`config.mk`:
```
export PLATFORM = sky130hd
export DESIGN_NAME = serial_deserializer_flat
export DESIGN_NICKNAME = d
export VERILOG_FILES = /design/src/rtl/serial_deserializer_if.sv /design/src/rtl/serial_deserializer.sv /design/src/flat_wrapper.sv
export SDC_FILE = /design/constraint.sdc
export NUM_CORES = 1
export LEC_CHECK = 0
export ABC_AREA = 1
export CORE_MARGIN = 5
export CORE_UTILIZATION = 30
export CTS_CLUSTER_DIAMETER = 200
export DETAILED_ROUTE_END_ITERATION = 8
export PLACE_DENSITY = 0.5
export SKIP_CTS_REPAIR_TIMING = 1
export SYNTH_ARGS = -nofsm -noshare
export SYNTH_HDL_FRONTEND = slang
export SYNTH_SLANG_ARGS = --single-unit
```
`constraint.sdc`:
```
create_clock -name i_clk -period 2.7 [get_ports i_clk]
set_clock_uncertainty 0.05 [all_clocks]
set_input_delay 0.405 -clock i_clk [delete_from_list [all_inputs] [get_ports i_clk]]
set_output_delay 0.405 -clock i_clk [all_outputs]
set_load 0.005 [all_outputs]
```
`src/rtl/serial_deserializer_if.sv`:
```
// Bundle of the serial receive link and the parallel valid/ready output.
// Signal prefixes are from the receiver's point of view: i_ flows into the
// deserializer, o_ flows out of it.
interface serial_deserializer_if #(
    parameter int WIDTH = 4
);
    logic             i_enable;
    logic             i_sync_n;
    logic             i_in;
    logic             i_out_ready;
    logic [WIDTH-1:0] o_data_out;
    logic             o_out_valid;
    logic             o_busy;
    logic             o_overrun;

    // Driver side: transmitter strobes plus the consumer's ready
    modport master (
        output i_enable,
        output i_sync_n,
        output i_in,
        output i_out_ready,
        input  o_data_out,
        input  o_out_valid,
        input  o_busy,
        input  o_overrun
    );

    // Receiver side: the deserializer itself
    modport slave (
        input  i_enable,
        input  i_sync_n,
        input  i_in,
        input  i_out_ready,
        output o_data_out,
        output o_out_valid,
        output o_busy,
        output o_overrun
    );
endinterface

```
`src/rtl/serial_deserializer.sv`:
```
// LSB-first serial-in, parallel-out receiver with a one-word valid/ready
// output buffer and sticky overrun flag. A low sync_n starts (or restarts)
// a frame; WIDTH enabled edges later the assembled word is offered.
module serial_deserializer #(
    parameter int WIDTH = 4
) (
    input logic                  i_clk,
    input logic                  i_rst,
    serial_deserializer_if.slave bus
);
    localparam int CNT_W = (WIDTH > 1) ? $clog2(WIDTH) : 1;
    localparam logic [CNT_W-1:0] LAST_BIT = CNT_W'(WIDTH - 1);

    typedef enum logic {
        IDLE = 1'b0,
        RECV = 1'b1
    } state_t;

    state_t           r_state;
    state_t           w_state_next;
    logic [WIDTH-1:0] r_sh;
    logic [WIDTH-1:0] w_sh_next;
    logic [CNT_W-1:0] r_cnt;
    logic [CNT_W-1:0] w_cnt_next;
    logic [WIDTH-1:0] w_word;
    logic             w_complete;
    logic             w_consume;

    logic [WIDTH-1:0] r_data_out;
    logic             r_out_valid;
    logic             r_overrun;

    // The incoming bit always enters at the MSB so the first bit ends up at bit 0
    assign w_word    = {bus.i_in, r_sh[WIDTH-1:1]};
    assign w_consume = r_out_valid & bus.i_out_ready;

    // FSM state register
    always_ff @(posedge i_clk or posedge i_rst) begin
        if (i_rst) begin
            r_state <= IDLE;
        end else begin
            r_state <= w_state_next;
        end
    end

    // Next state, shift/count updates and word completion; sync beats enable
    always_comb begin
        w_state_next = r_state;
        w_sh_next    = r_sh;
        w_cnt_next   = r_cnt;
        w_complete   = 1'b0;
        if (!bus.i_sync_n) begin
            w_state_next = RECV;
            w_sh_next    = '0;
            w_cnt_next   = '0;
        end else if (r_state == RECV && bus.i_enable) begin
            w_sh_next = w_word;
            if (r_cnt == LAST_BIT) begin
                w_complete   = 1'b1;
                w_state_next = IDLE;
                w_cnt_next   = '0;
            end else begin
                w_cnt_next = r_cnt + CNT_W'(1);
            end
        end
    end

    // Shift register and bit counter
    always_ff @(posedge i_clk or posedge i_rst) begin
        if (i_rst) begin
            r_sh  <= '0;
            r_cnt <= '0;
        end else begin
            r_sh  <= w_sh_next;
            r_cnt <= w_cnt_next;
        end
    end

    // Output buffer: a consume this edge frees the slot for a word completing now
    always_ff @(posedge i_clk or posedge i_rst) begin
        if (i_rst) begin
            r_data_out  <= '0;
            r_out_valid <= 1'b0;
            r_overrun   <= 1'b0;
        end else begin
            if (w_complete) begin
                if (!r_out_valid || w_consume) begin
                    r_data_out  <= w_word;
                    r_out_valid <= 1'b1;
                end else begin
                    r_overrun <= 1'b1;
                end
            end else if (w_consume) begin
                r_out_valid <= 1'b0;
            end
        end
    end

    assign bus.o_data_out  = r_data_out;
    assign bus.o_out_valid = r_out_valid;
    assign bus.o_overrun   = r_overrun;
    assign bus.o_busy      = (r_state == RECV);
endmodule

```
`src/flat_wrapper.sv`:
```
// flat-port wrapper written by rule: the top's interface ports become plain ports
module serial_deserializer_flat 
#(
    parameter int WIDTH = 4
)
  (i_clk, i_rst, bus_i_enable, bus_i_sync_n, bus_i_in, bus_i_out_ready, bus_o_data_out, bus_o_out_valid, bus_o_busy, bus_o_overrun);
  serial_deserializer_if #(.WIDTH(WIDTH)) bus_i ();
  input logic i_clk;
  input logic i_rst;
  input wire logic [$bits(bus_i.i_enable)-1:0] bus_i_enable;
  input wire logic [$bits(bus_i.i_sync_n)-1:0] bus_i_sync_n;
  input wire logic [$bits(bus_i.i_in)-1:0] bus_i_in;
  input wire logic [$bits(bus_i.i_out_ready)-1:0] bus_i_out_ready;
  output wire logic [$bits(bus_i.o_data_out)-1:0] bus_o_data_out;
  output wire logic [$bits(bus_i.o_out_valid)-1:0] bus_o_out_valid;
  output wire logic [$bits(bus_i.o_busy)-1:0] bus_o_busy;
  output wire logic [$bits(bus_i.o_overrun)-1:0] bus_o_overrun;
  assign bus_i.i_enable = bus_i_enable;
  assign bus_i.i_sync_n = bus_i_sync_n;
  assign bus_i.i_in = bus_i_in;
  assign bus_i.i_out_ready = bus_i_out_ready;
  assign bus_o_data_out = bus_i.o_data_out;
  assign bus_o_out_valid = bus_i.o_out_valid;
  assign bus_o_busy = bus_i.o_busy;
  assign bus_o_overrun = bus_i.o_overrun;
  serial_deserializer #(.WIDTH(WIDTH)) u_core (.i_clk(i_clk), .i_rst(i_rst), .bus(bus_i));
endmodule
```
* Word level (Yosys, flattened, before mapping)
Index checks and enable logic that the tools add are counted.
** Word-level totals
- Output and inout bits :: 7
- Flip-flop bits (word level) :: 13
** Cells by class
- Reduce and logical (&&, ||, !) cells :: 8
- Add/sub/neg operators :: 1
- Multiplexer cells :: 14
- Equal/unequal tests :: 4
- Bitwise operators :: 2
** Operator list (number)
- $mux 1 :: 9
- $mux 4 :: 2
- $reduce_and 2->1 :: 4
- $mux 2 :: 3
- $ne 2x1->1 const B :: 2
- $add 2x1->2 const B :: 1
- $eq 2x2->1 const B :: 1
- $ne 2x2->1 const B :: 1
- $reduce_bool 2->1 :: 1
- $and 1x1->1 :: 1
- $logic_and 1x1->1 :: 1
- $logic_not 1->1 :: 1
- $logic_or 1x1->1 :: 1
- $not 1->1 :: 1

* Depth between registers and ports, before layout
- Depth after elaboration :: 6
- Gate-level depth with buffers :: 6
- Depth with buffers taken out :: 6

* Least setup slack after synthesis
OpenSTA, ideal clock, no wires.
- Kind :: register to register
- From :: register u_core.r_cnt[0]
- To :: register u_core.r_data_out[0] (netlist: u_core.bus.o_data_out[0])
- Required time :: 2.533 ns
- Stages on the path, launching flop included :: 7
- Slack :: 1.678 ns
- Path buffers :: 0
- Setup time :: 0.117 ns
- Data arrival time :: 0.855 ns
- Clock period less this slack :: 1.022 ns
- Cell sequence :: dfrtp_1 > ha_1 > nand2_4 > nor2_8 > nand2_4 > nand2_1 > nand2_1
** On the way
- Longest elaborated chain between the ends :: 5
** Ends and longest elaborated chain
- start: declaration :: line serial_deserializer.sv:23 : logic [CNT_W-1:0] r_cnt;
- start signal: assignment :: line serial_deserializer.sv:75 : r_cnt <= w_cnt_next;
- $eq 2x2->1 :: line serial_deserializer.sv:58 : if (r_cnt == LAST_BIT) begin
- $mux 1 :: line serial_deserializer.sv:58
- $mux 1 :: line serial_deserializer.sv:56 : end else if (r_state == RECV && bus.i_enable) begin
- $mux 1 :: line serial_deserializer.sv:52 : if (!bus.i_sync_n) begin
- $reduce_and 2->1 (no source line)
- end signal: assignment :: line serial_deserializer.sv:88 : r_data_out <= w_word;
- end: declaration :: line serial_deserializer.sv:29 : logic [WIDTH-1:0] r_data_out;
Every way passes these cells.
A chain may end at the register's enable or synchronous reset.

* Worst setup path after layout
- From :: register u_core.r_state (netlist: u_core.bus.o_busy)
- To :: output port bus_o_busy
** RTL lines
- start: declaration :: line serial_deserializer.sv:19 : state_t r_state;
- start signal: assignment :: line serial_deserializer.sv:42 : r_state <= w_state_next;
- end: declaration :: line flat_wrapper.sv:16 : output wire logic [$bits(bus_i.o_busy)-1:0] bus_o_busy;
No word-level cell between the ends.

==> summary.md <==
| Metric | Value |
|---|---|
| Outcome | completed |
| Vias after detailed routing | 400 |
| GPL Wtd Cong | 0.7120 |
| Die ar. | 2720 um2 |
| First-pass DRT Iterations | 4 |
| Multiplexer share of the synthesized area | 0 |
| DR DRC count | 0 |
| DR vias/cell | 4.255 |
| Area contributors post-synth | dfrtp_1 (56%), nand2_1 (9.9%), nand3_1 (8.5%) |
| Final-layout fill cell count | 173 |
| Period utilization | 0.6105 |
| Met2 GRT Util | 0.1339 |
| Area Growth Syn to Fin | 33.10% |
| Synth area leader | dfrtp_1 |
| IO Pins | 13 |
| Most Crowded Layer GR | met2 |
| Met1 GRT Util | 0.1087 |
| Syn_nets | 61 |
| Flops & latches, synth | 12 |
| Post-synth cell types | 10 |
| Mean Syn Cell Area | 9.871 um2 |
| Yosys warning count | 0 |
| Die width | 52.15 um |
| Buf/Inv on CP | 1 |
| Post-Syn Instances | 54 |
| Power Density | 529.8 nW/um2 |
| Compound-Gate Fraction of Synth Area | 0.06573 |
| Initial core utilization | 0.3121 |
| IO Port Bufs | 12 |
| Core area | 1708 um2 |
| Most common cell after layout, fill and taps aside | nand2_1 |
| Sink Count | 12 |
| Worst Hold Class | in -> async |
| Largest net degree at the start of global routing | 13 |
| Final worst path period need | 1.648 ns |
| Final nets | 77 |
| CTS max path bufs | 2 |
| Antenna violations before repair | 0 |
| Top delay family on crit path | buffers and inverters |
| Routed wire length | 994 um |
| Final Hold Fails | 0 |
| Max-slew violations | 0 |
| CTS tree | done |
| Relative slew slack | 0.7022 |
| Crit end category | output port |
| F_max | 0.6067 GHz |
| Synth Area in Adders | 0.02347 |
| Die Height | 52.15 um |
| LEAKAGE | 0.0003614 uW |
| H-tree depth | 1 |
| Critical path class | reg -> out |
| Worst vdd ir | 0.0003301 V |
| GR Layer Usage met3 | 0.06017 |
| Placed Instances | 90 |
| N_diodes | 0 |
| Starting DRC count in detailed routing | 6 |
| Worst skew pair latency | 0.27 ns |
| CP cell instances | clkdlybuf4s50_1 |
| CTS root buf | clkbuf_4 |
| Setup_tns | 0 ns |
| Reg clk slew, reported paths | 0.08 ns |
| Arrival time at the worst endpoint | 1.19 ns |
| Number of global-route vias before repair | 394 |
| Synth top area share | 0.5634 |
| DR WL/cell | 10.57 um |
| Final HPWL DP | 769.4 um |
| RR Startpoint | u_core.r_cnt[0]$_DFFE_PP0P_ |
| Worst-path maximum fanout | 3 |
| Multi-input gate area | 198.9 um2 |
| Synth Area in XOR/XNOR | 0 |
| Slowest stage delay, CP | 0.52 ns |
| RSZ-0062 raised after global routing | no |
| Setup violations, final | 0 |
| Worst slew pin tran | 0.4462 ns |
| Largest family of logic cells by synthesized area | simple AND/OR/NAND/NOR gates |
| Sequential cell area | 300.3 um2 |
| GRT Overall Usage | 0.09309 |
| CP Launch Point | u_core.bus.o_busy$_DFFE_PP0P_ |
| Synth Area in Simple Gates | 0.2840 |
| Max Cap Viol | 0 |
| Crit path required time | 2.25 ns |
| Kind of start point of the critical path | flop |
| Slowest CP cell | clkdlybuf4s50_1 |
| Num CTS Buffers | 3 |
| Synthesized area | 533.0 um2 |
| ANT nets after route | 0 |
| Register area share after synthesis | 0.5634 |
| First-pass GRT wire length | 1773 um |
| Cell row count | 15 |
| Final Non-Filler Cells | 94 |
| Commonest non-fill, non-tap cells in the layout | nand2_1 (14), clkdlybuf4s50_1 (12), dfrtp_1 (12) |
| Grt ovf | 0 |
| Share of cells above drive strength 1 | 0.1159 |
## power by group
group	leakage [uW]	internal (uW)	switching, uW
logic	0.000186	21.5	20.3
registers	0.000154	189	5.67
clock network	0.0000210	81.9	57.8
## logic make-up after synthesis
group,count (synthesis)
DFF,12
and+or+nand+nor,27
adders and majority gates,1
AOI/OAI and AO/OA,7
buffers and inverters,7
## worst register-to-register path: stages, from the launching register on
cell and delay (ns):
dfrtp_1 0.35, ha_1 0.20, nand2_4 0.08, nor2_8 0.15, nand2_4 0.08, nand2_1 0.06
nand2_1 0.05
## cells in the mapped netlist
cell / number
nand2_1: 14
dfrtp_1: 12
nand3_1: 9
inv_1: 6
o21ai_0: 5
nand2_4: 3
a21oi_1: 2
buf_6: 1
ha_1: 1
nor2_8: 1
## worst paths after layout
path	to	slack (ns)	cells after the start
max	bus_o_busy	1.05	1
min	u_core.bus.o_overrun$_DFFE_PP0P_	0.38	2
max reg2reg	u_core.bus.o_data_out[2]$_DFFE_PP0P_	1.59	6
min reg2reg	u_core.bus.o_overrun$_DFFE_PP0P_	0.42	2
max in group asynchronous	u_core.r_sh[2]$_DFFE_PP0P_	1.91	2
min in group i_clk	u_core.bus.o_overrun$_DFFE_PP0P_	0.42	2
## stage by stage
step                instance area (um2)  hold WS [ns]    util  total power, uW  setup slack (ns)
global placement                  673.1        0.3968  0.3941            240.6             1.007
detailed placement                673.1        0.4018  0.3941            240.7            0.9846
finish                            709.4        0.3842  0.4154            375.8             1.052
floorplan                         533.0        0.2197       -            218.5             1.678
global route                      709.4        0.4168  0.4154            401.4            0.9966
CTS                               709.4        0.4021  0.4154            384.8             1.025
## cell type report
cell class                      instances  share of cell area
Inverter                                6             0.03175
Timing Repair Buffer                   12              0.1693
Multi-Input combinational cell         35              0.2804
Clock buffer                            4             0.05115
Sequential cell                        12              0.4233
Tap cell                               25             0.04409
## flip-flops by register name, indices dropped and copies added (netlist names)
register,cells
u_core.bus.o_out_valid,1
u_core.bus.o_busy,1
u_core.r_sh,3
u_core.r_cnt,2
u_core.bus.o_overrun,1
u_core.bus.o_data_out,4
## metal layers
metal | vias to the layer above | routed length, um
li1 | 204 | -
met1 | 182 | 470
met2 | 12 | 419
met3 | 2 | 94
met4 | 0 | 10
met5 | - | 0
(Power assumes the default switching activity.)
